===== src/rtl/multi_clock_divider.sv =====
// Multi-channel programmable clock divider with per-channel shadow config.
// Each channel makes a D-cycle waveform with H high cycles and a rise tick.
module multi_clock_divider #(
  parameter int NUM_CHANNELS = 4,
  parameter int DIV_WIDTH    = 16,
  parameter int DEFAULT_DIV  = 2,
  parameter int CH_WIDTH     = (NUM_CHANNELS > 1) ? $clog2(NUM_CHANNELS) : 1
) (
  input  logic                    clk_FPGA,
  input  logic                    reset,
  input  logic [NUM_CHANNELS-1:0] enable,
  input  logic                    cfg_valid,
  input  logic [CH_WIDTH-1:0]     cfg_channel,
  input  logic [DIV_WIDTH-1:0]    cfg_divisor,
  input  logic [DIV_WIDTH-1:0]    cfg_high,
  output logic                    cfg_ready,
  output logic                    cfg_error,
  output logic [NUM_CHANNELS-1:0] cfg_pending,
  output logic [NUM_CHANNELS-1:0] clock_signal,
  output logic [NUM_CHANNELS-1:0] tick
);

  localparam logic [DIV_WIDTH-1:0] ONE   = DIV_WIDTH'(1);
  localparam logic [DIV_WIDTH-1:0] TWO   = DIV_WIDTH'(2);
  localparam logic [DIV_WIDTH-1:0] RST_D = DIV_WIDTH'(DEFAULT_DIV);
  localparam logic [DIV_WIDTH-1:0] RST_H = DIV_WIDTH'(DEFAULT_DIV / 2);

  logic [NUM_CHANNELS-1:0] sel;
  logic [NUM_CHANNELS-1:0] write;
  logic                    in_range;
  logic                    params_ok;
  logic                    accept;
  logic                    req_ok;

  always_comb begin
    sel = '0;
    for (int i = 0; i < NUM_CHANNELS; i++) begin
      sel[i] = (cfg_channel == CH_WIDTH'(i));
    end
  end

  // Out-of-range channels never have a pending update, so they are
  // always accepted and then flagged as errors.
  assign in_range  = |sel;
  assign cfg_ready = ~|(sel & cfg_pending);
  assign params_ok = (cfg_divisor >= TWO) && (cfg_high != '0) &&
                     (cfg_high < cfg_divisor);
  assign accept    = cfg_valid && cfg_ready;
  assign req_ok    = in_range && params_ok;
  assign write     = sel & {NUM_CHANNELS{accept && req_ok}};

  always_ff @(posedge clk_FPGA or posedge reset) begin
    if (reset) begin
      cfg_error <= 1'b0;
    end else begin
      cfg_error <= accept && !req_ok;
    end
  end

  for (genvar g = 0; g < NUM_CHANNELS; g++) begin : g_ch
    logic [DIV_WIDTH-1:0] div_q;
    logic [DIV_WIDTH-1:0] high_q;
    logic [DIV_WIDTH-1:0] cnt_q;
    logic [DIV_WIDTH-1:0] sdiv_q;
    logic [DIV_WIDTH-1:0] shigh_q;
    logic                 pend_q;
    logic                 out_q;
    logic                 tick_q;
    logic                 wrap;
    logic [DIV_WIDTH:0]   nxt;

    assign wrap = (cnt_q == div_q - ONE);
    assign nxt  = {1'b0, cnt_q} + {1'b0, ONE};

    always_ff @(posedge clk_FPGA or posedge reset) begin
      if (reset) begin
        div_q   <= RST_D;
        high_q  <= RST_H;
        cnt_q   <= RST_D - ONE;
        sdiv_q  <= RST_D;
        shigh_q <= RST_H;
        pend_q  <= 1'b0;
        out_q   <= 1'b0;
        tick_q  <= 1'b0;
      end else begin
        if (!enable[g]) begin
          out_q  <= 1'b0;
          tick_q <= 1'b0;
          if (pend_q) begin
            div_q  <= sdiv_q;
            high_q <= shigh_q;
            cnt_q  <= sdiv_q - ONE;
            pend_q <= 1'b0;
          end else begin
            cnt_q <= div_q - ONE;
          end
        end else if (wrap) begin
          cnt_q  <= '0;
          out_q  <= 1'b1;
          tick_q <= 1'b1;
          if (pend_q) begin
            div_q  <= sdiv_q;
            high_q <= shigh_q;
            pend_q <= 1'b0;
          end
        end else begin
          cnt_q  <= nxt[DIV_WIDTH-1:0];
          out_q  <= (nxt < {1'b0, high_q});
          tick_q <= 1'b0;
        end
        // Accepts only happen with pend_q low, so no clash with the apply.
        if (write[g]) begin
          sdiv_q  <= cfg_divisor;
          shigh_q <= cfg_high;
          pend_q  <= 1'b1;
        end
      end
    end

    assign cfg_pending[g]  = pend_q;
    assign clock_signal[g] = out_q;
    assign tick[g]         = tick_q;
  end

endmodule


===== config.mk =====
export PLATFORM = sky130hd
export DESIGN_NAME = multi_clock_divider
export DESIGN_NICKNAME = d
export VERILOG_FILES = /design/src/rtl/multi_clock_divider.sv
export SDC_FILE = /design/constraint.sdc
export NUM_CORES = 1
export LEC_CHECK = 0
export ABC_CLOCK_PERIOD_IN_PS = 19350
export CAP_MARGIN = 20
export CORE_MARGIN = 3
export CORE_UTILIZATION = 69
export DETAILED_ROUTE_END_ITERATION = 8
export GPL_TIMING_DRIVEN = 1
export PLACE_DENSITY = 0.87
export SYNTH_ARGS = -nofsm -noshare
export SYNTH_HDL_FRONTEND = slang
export SYNTH_SLANG_ARGS = --single-unit

===== constraint.sdc =====
create_clock -name clk_FPGA -period 19.35 [get_ports clk_FPGA]
set_input_delay 3.87 -clock clk_FPGA [delete_from_list [all_inputs] [get_ports clk_FPGA]]
set_output_delay 3.87 -clock clk_FPGA [all_outputs]
set_load 0.005 [all_outputs]

# After elaboration in Yosys (flattened, before gate mapping)
# Index checks and enable logic that the tools add are counted.
# Widths: inputs -> output; s select.
# word_totals
out_inout_bits	14
elab_cells	144
ff_bits	333
input_bits	41
# classes
magnitude_cmp	6
n_addsub	12
bitwise	2
reduce_logical	12
n_mux	64
n_eq_ne	15
# ops
op	n
$mux 16	36
$sub 16x1->16 const B	8
$add 16x1->17 const B	4
$lt 17x16->1	4
$eq 16x16->1	4
$mux 1	28
$ge 16x2->1 const B	1
$lt 16x16->1	1
$reduce_bool 16->1	1
$ne 3x1->1 const B	4
$and 4x4->4	2
$ne 2x1->1 const B	4
$reduce_or 4->1	2
$logic_and 1x1->1	6
$eq 2x2->1 const B	2
$eq 2x1->1 const B	1
$logic_not 1->1	2
$logic_not 2->1	1

# Longest topological paths before layout
# Gate-level depths: netlist of run 1.
# logic_depth
word_depth	8
mapped_depth	14

# Worst setup path after synthesis of run 1
# Ideal clock, no wire load.
# synth_path
kind	input to output
start	input cfg_channel[0]
end	output cfg_ready
arrival_ps	4424
stages	2
path_buffers	0
required_time_ps	15480
path_slack_ps	11056
path_cell_list	mux4_2 > inv_1
# synth_between
elab_chain_len	4
# synth_rtl
item	line	source
start: declaration	13	input logic [CH_WIDTH-1:0] cfg_channel,
$eq 2x1->1 (tied with other cells)	38	sel[i] = (cfg_channel == CH_WIDTH'(i));
$and 4x4->4 *	45	assign cfg_ready = ~|(sel & cfg_pending);
$reduce_or 4->1 *	45	
$logic_not 1->1 *	45	
end: declaration	16	output logic cfg_ready,
# Mark *: on every way between the ends. The rest lies on a longest branch, timed or not.

# Final worst setup path of run 1
# Ends and elaborated chain as after synthesis.

==> flow_summary.ini, run 1 <==
[critical_path]
crit_type = in2out
cp.arrival_ns = 5.57
worstReg2RegStart = g_ch[1].div_q[2]
crit_path_end_kind = output port
rrSetupSlack_ns = 14.39
rr_worst_depth = 8
cp.required_ns = 15.48
crit_path_start_kind = primary input
crit_fanout = 5
r2r-end = g_ch[1].high_q[13]

[global_route]
grt_max_degree = 170
antenna_found_initial = 1
grt_pass1_wl_mm = 109
grt.total_usage_pct = 37.2
grt_pass1_vias = 20295
overflow = 0

[synth]
synth_ff_type = dfrtp_1
avgSynthCellArea_um2 = 8.91
netlist_instances = 2629
yosysMostFrequentCell = dfrtp_1
synthDistinctLibCells = 80
synth-seq-cells = 333
synth_edf_count = 0
yosysTopAreaCell = dfrtp_1
synthTopCellsByArea = dfrtp_1 (33%), mux2_2 (6.3%), xnor2_1 (5.1%), ha_1 (4.6%), nand2_1 (4.4%)
async_reset_ff_share_pct = 100
yosys_warnings = 0
synth_top_area_share_pct = 33.4
syn_area_mm2 = 0.0234
ys_seq_area_share_pct = 35.7
syn_nets = 2757
synthTopCellsByCount = dfrtp_1 (313), nand2_1 (276), clkbuf_1 (217)

[clocking]
htree_levels = 2
cts_tree = done
cts_setup_buffers = 0
clk_path_buf_depth = 3
cts_num_sinks = 333
tritoncts.num_buffers = 37
holdBufCountCts = 0
post_cts_resized = 0
clock_latency_ns = 0.54
clkSlewWorstSetupHoldPaths_ns = 0.06
clock-root-buffer = clkbuf_16

[status]
status = completed

[worst_hold_path]
hold_class = reg2reg
hold_end = g_ch[1].high_q[6]
hold_start = g_ch[1].shigh_q[6]
hold_depth = 1

[power]
p_comb_share_pct = 29.9
powerDensity_mw_per_mm2 = 107
leakagePower_nw = 10.2
power_frac_seq_pct = 41.4
peakVddDrop_mv = 0.0819
switching_share_pct = 35.8
totalPowerFinal_mw = 2.69
power_switching_mw = 0.962
p_int_mw = 1.73
pwr-share-clk_pct = 28.7

[drt]
via_count = 21071
ant_nets = 0
wl_mm = 68.3
viasPerCell = 7.08
dr.pass1.iters = 8
drtIter0Drc = 2128
drc = 0
post_drt_wl_per_cell_um = 22.9

[sta]
fin_crit_ns = 9.44
setup_tns_ns = 0
final-setup-viol-count = 0
slew_viol_final = 0
fin_hold_ws_ns = 0.511
fin_skew_ns = 0.0156
max_freq_mhz = 106
tightest_slew_ns = 1.07
max_slew_margin_pct = 28.9
grt_setup_unrepaired = false
period_share_pct = 48.8
finalHoldViolCount = 0

[cells_and_area]
fin_util_pct = 76.1
area_growth_pct = 7.38
nFillCells = 2275
drive_gt1_share_pct = 12.4
nets = 2633

[floorplanning]
std_cell_rows = 66
coreArea_mm2 = 0.0330
die_h_um = 190
die-area_mm2 = 0.0362
fp.dieW_um = 190
start_util_pct = 70.9
pin_count = 55

[run]
max_cap_violations = 0

[placed_design]
dp_hpwl_mm = 43.8
io_buffers = 54
gp_congestion = 0.959
worst max-delay path by stage:
| stage | start | to | slack [ns] |
|---|---|---|---|
| floorplan | reset | cfg_error | 6.29 |
| global placement | cfg_channel[0] | cfg_ready | 9.95 |
| detailed placement | cfg_channel[0] | cfg_ready | 9.93 |
| CTS | cfg_channel[0] | cfg_ready | 9.92 |
| global route | cfg_channel[0] | cfg_ready | 9.89 |
| finish | cfg_channel[0] | cfg_ready | 9.91 |
through the flow:
step | instances | instance area (um2) | setup WS, ns
2_1_floorplan | 2629 | 23400 | 6.29
3_3_place_gp | 2905 | 23800 | 9.95
3_5_place_dp | 2905 | 23800 | 9.93
4_1_cts | 2972 | 25100 | 9.92
5_1_grt | 2975 | 25100 | 9.89
6_report | 2978 | 25200 | 9.91
critical path, stage by stage:
cell,delay (ns)
clkdlybuf4s50_1,0.58
mux4_2,0.55
inv_1,0.07
clkdlybuf4s50_1,0.50
cell type report:
cell class	count	area, um2	share of cell area, %
Tap cell	442	553	2.20
Clock inverter	16	225	0.895
Inverter	151	574	2.28
Timing Repair Buffer	85	816	3.24
Multi-Input combinational cell	1897	13500	53.7
Clock buffer	51	1100	4.38
Sequential cell	333	8370	33.3
Antenna cell	3	7.51	0.0298
sequential cells by signal (all words and copies together) (netlist names):
name and cells:
g_ch.cnt_q 64, g_ch.div_q 64, g_ch.high_q 64, g_ch.sdiv_q 64
g_ch.shigh_q 64, g_ch.out_q 4, g_ch.pend_q 4, g_ch.tick_q 4
cfg_error 1
logic make-up (layout without fill, tap and decap cells):
| kind of cell | after synthesis | after routing | synth area share [%] |
|---|---|---|---|
| compound gates | 622 | 622 | 18.0 |
| mux | 170 | 170 | 8.62 |
| xor+xnor | 207 | 207 | 8.28 |
| simple gates | 811 | 811 | 18.0 |
| fa+ha+maj | 87 | 87 | 4.65 |
| flops | 333 | 333 | 35.7 |
| buf+inv | 399 | 303 | 6.77 |
| other cells | 0 | 3 | 0 |
metal layers:
layer  GRT usage (%)  wire [um]  vias to the layer above
li1                -          -                     9359
met1            50.0      27000                    10296
met2            59.2      31800                     1153
met3            6.01       6210                      263
met4            17.7       3230                        0
met5               0          0                        -
cells in the final DEF (no fill, tap or decap), drive strengths merged, types with 18 or more instances in the layout:
cell,synthesis,layout
xor2,61,61
a31oi,104,104
clkbuf,217,52
nand2,276,276
buf,31,33
nor3,46,46
o21ai,120,120
nor2b,22,22
o211ai,106,106
nand3,46,46
nand3b,60,60
o311ai,33,33
or4,21,21
dfrtp,313,313
clkdlybuf4s50,0,51
nand4,98,98
a211oi,18,18
o22ai,77,77
ha,87,87
and3,19,19
a21oi,48,48
inv,151,152
xnor2,137,137
mux2,160,160
nor4,48,48
dfstp,20,20
nor2,94,94
power groups by stage:
| stage | combinational [mW] | sequential (mW) | clock [mW] |
|---|---|---|---|
| CTS | 0.789 | 1.10 | 0.776 |
| global route | 0.876 | 1.13 | 0.806 |
| floorplan | 0.664 | 0.994 | 0 |
| global placement | 0.737 | 1.10 | 0 |
| finish | 0.803 | 1.11 | 0.771 |
| detailed placement | 0.772 | 1.11 | 0 |
No activity file was read; power rests on OpenSTA's default activity.
==> run 2, diff against run 1 <==
ABC_CLOCK_PERIOD_IN_PS = 8400   (was 19350)
CORE_UTILIZATION = 58   (was 69)
PLACE_DENSITY = 0.78   (was 0.87)
clock period = 8.4 ns   (was 19.35 ns; I/O delays follow)
==> run 2 against run 1 <==
Net effect:
- worst hold slack got worse by 0.0037 ns
- flip-flop and latch count did not move
- total power rose by 130%
- critical path depth did not move
- utilization fell by 12 points
- clock power rose by 120%
- sequential power rose by 130%
- critical endpoint unchanged
==> flow_summary.ini, run 2 (synthesis results as in run 1) <==
[sta]
fin_hold_ws_ns = 0.507
final-setup-viol-count = 0
finalHoldViolCount = 0
max_freq_mhz = 198
grt_setup_unrepaired = false
slew_viol_final = 0
fin_skew_ns = 0.0197
period_share_pct = 60.1
fin_crit_ns = 5.04
max_slew_margin_pct = 26.7
tightest_slew_ns = 1.09
setup_tns_ns = 0

[floorplanning]
fp.dieW_um = 207
std_cell_rows = 72
pin_count = 55
coreArea_mm2 = 0.0393
die_h_um = 207
die-area_mm2 = 0.0428
start_util_pct = 59.6

[clocking]
holdBufCountCts = 0
clkSlewWorstSetupHoldPaths_ns = 0.06
clock-root-buffer = clkbuf_16
cts_setup_buffers = 0
tritoncts.num_buffers = 38
htree_levels = 2
cts_num_sinks = 333
clock_latency_ns = 0.57
cts_tree = done
post_cts_resized = 0
clk_path_buf_depth = 3

[placed_design]
io_buffers = 54
dp_hpwl_mm = 45.4
place_area_mm2 = 0.0239
gp_congestion = 0.927

[global_route]
overflow = 0
grt_pass1_vias = 19462
grt_pass1_wl_mm = 108
antenna_found_initial = 0
grt.total_usage_pct = 31.4
grt_max_degree = 151

[critical_path]
slowest_stage = clkdlybuf4s50_1
crit_top_cell = clkdlybuf4s50_1
rr_worst_depth = 8
r2r-end = g_ch[1].high_q[13]
crit_family = buffers and inverters
max_stage_delay_ns = 0.57
rrSetupSlack_ns = 3.92
crit_type = in2out
worstReg2RegStart = g_ch[1].div_q[2]
crit_path_start_kind = primary input
cp.required_ns = 6.72
path_buf_inv = 3
crit_fanout = 5
crit_path_end_kind = output port
cp.arrival_ns = 3.36
path_cells = clkdlybuf4s50_1 > mux4_2 > inv_1 > clkdlybuf4s50_1

[cells_and_area]
area_growth_pct = 7.26
nets = 2636
drive_gt1_share_pct = 12.4
num_antenna_cells = 0
final_common_cell = dfrtp_1
fin_area_mm2 = 0.0251
layout_common_cells = dfrtp_1 (310), nand2_1 (276), inv_1 (150), xnor2_1 (137), mux2_2 (132)

[worst_hold_path]
hold_start = g_ch[1].high_q[14]
hold_depth = 1
hold_end = g_ch[1].high_q[14]
hold_class = reg2reg

[run]
max_cap_violations = 0

[drt]
post_drt_wl_per_cell_um = 21.8
wl_mm = 66.8
via_count = 20296
dr.pass1.iters = 6
ant_nets = 0
drtIter0Drc = 1867
viasPerCell = 6.64
drc = 0

[power]
powerDensity_mw_per_mm2 = 242
leakagePower_nw = 10.2
peakVddDrop_mv = 0.156
totalPowerFinal_mw = 6.07

[status]
status = completed
## run 2: how the worst max path moves through the flow
stage	cells past startpoint	startpoint	slack, ns	end
floorplan	1	reset	2.29	cfg_error
global placement	4	cfg_channel[0]	3.38	cfg_ready
detailed placement	4	cfg_channel[0]	3.34	cfg_ready
CTS	4	cfg_channel[0]	3.34	cfg_ready
global route	4	cfg_channel[0]	3.29	cfg_ready
finish	4	cfg_channel[0]	3.36	cfg_ready
## run 2: layer usage
layer	vias to the layer above	GRT usage (%)	part of all wire, %
met3	146	4.20	5.8
met2	717	50.0	47
met1	10073	44.5	44
met5	-	0	0
met4	0	10.3	3.5
li1	9360	-	-
## run 2: where the power goes
group / switching, mW / internal (mW) / total [mW] / leakage, nW
registers: 0.609 / 2.00 / 2.60 / 3.68
logic: 0.888 / 0.899 / 1.79 / 5.90
clock network: 0.732 / 0.947 / 1.68 / 0.609
total: 2.23 / 3.84 / 6.07 / 10.2
## run 2: stage by stage
| stage | instances | utilization [%] | worst slack, ns |
|---|---|---|---|
| after floorplan | 2629 | - | 2.29 |
| after global placement | 2985 | 60.8 | 3.38 |
| after detailed placement | 2985 | 60.8 | 3.34 |
| after CTS | 3055 | 63.9 | 3.34 |
| after global routing | 3056 | 64.0 | 3.29 |
| final | 3056 | 64.0 | 3.36 |
## run 2: final cells by class
class / instances / area [um2]
clock inverters: 18 / 149
fillers: 3231 / 14200
well taps: 518 / 648
repair buffers: 87 / 797
inverters: 151 / 571
multi-input cells: 1897 / 13500
clock buffers: 52 / 1080
flip-flops and latches: 333 / 8370
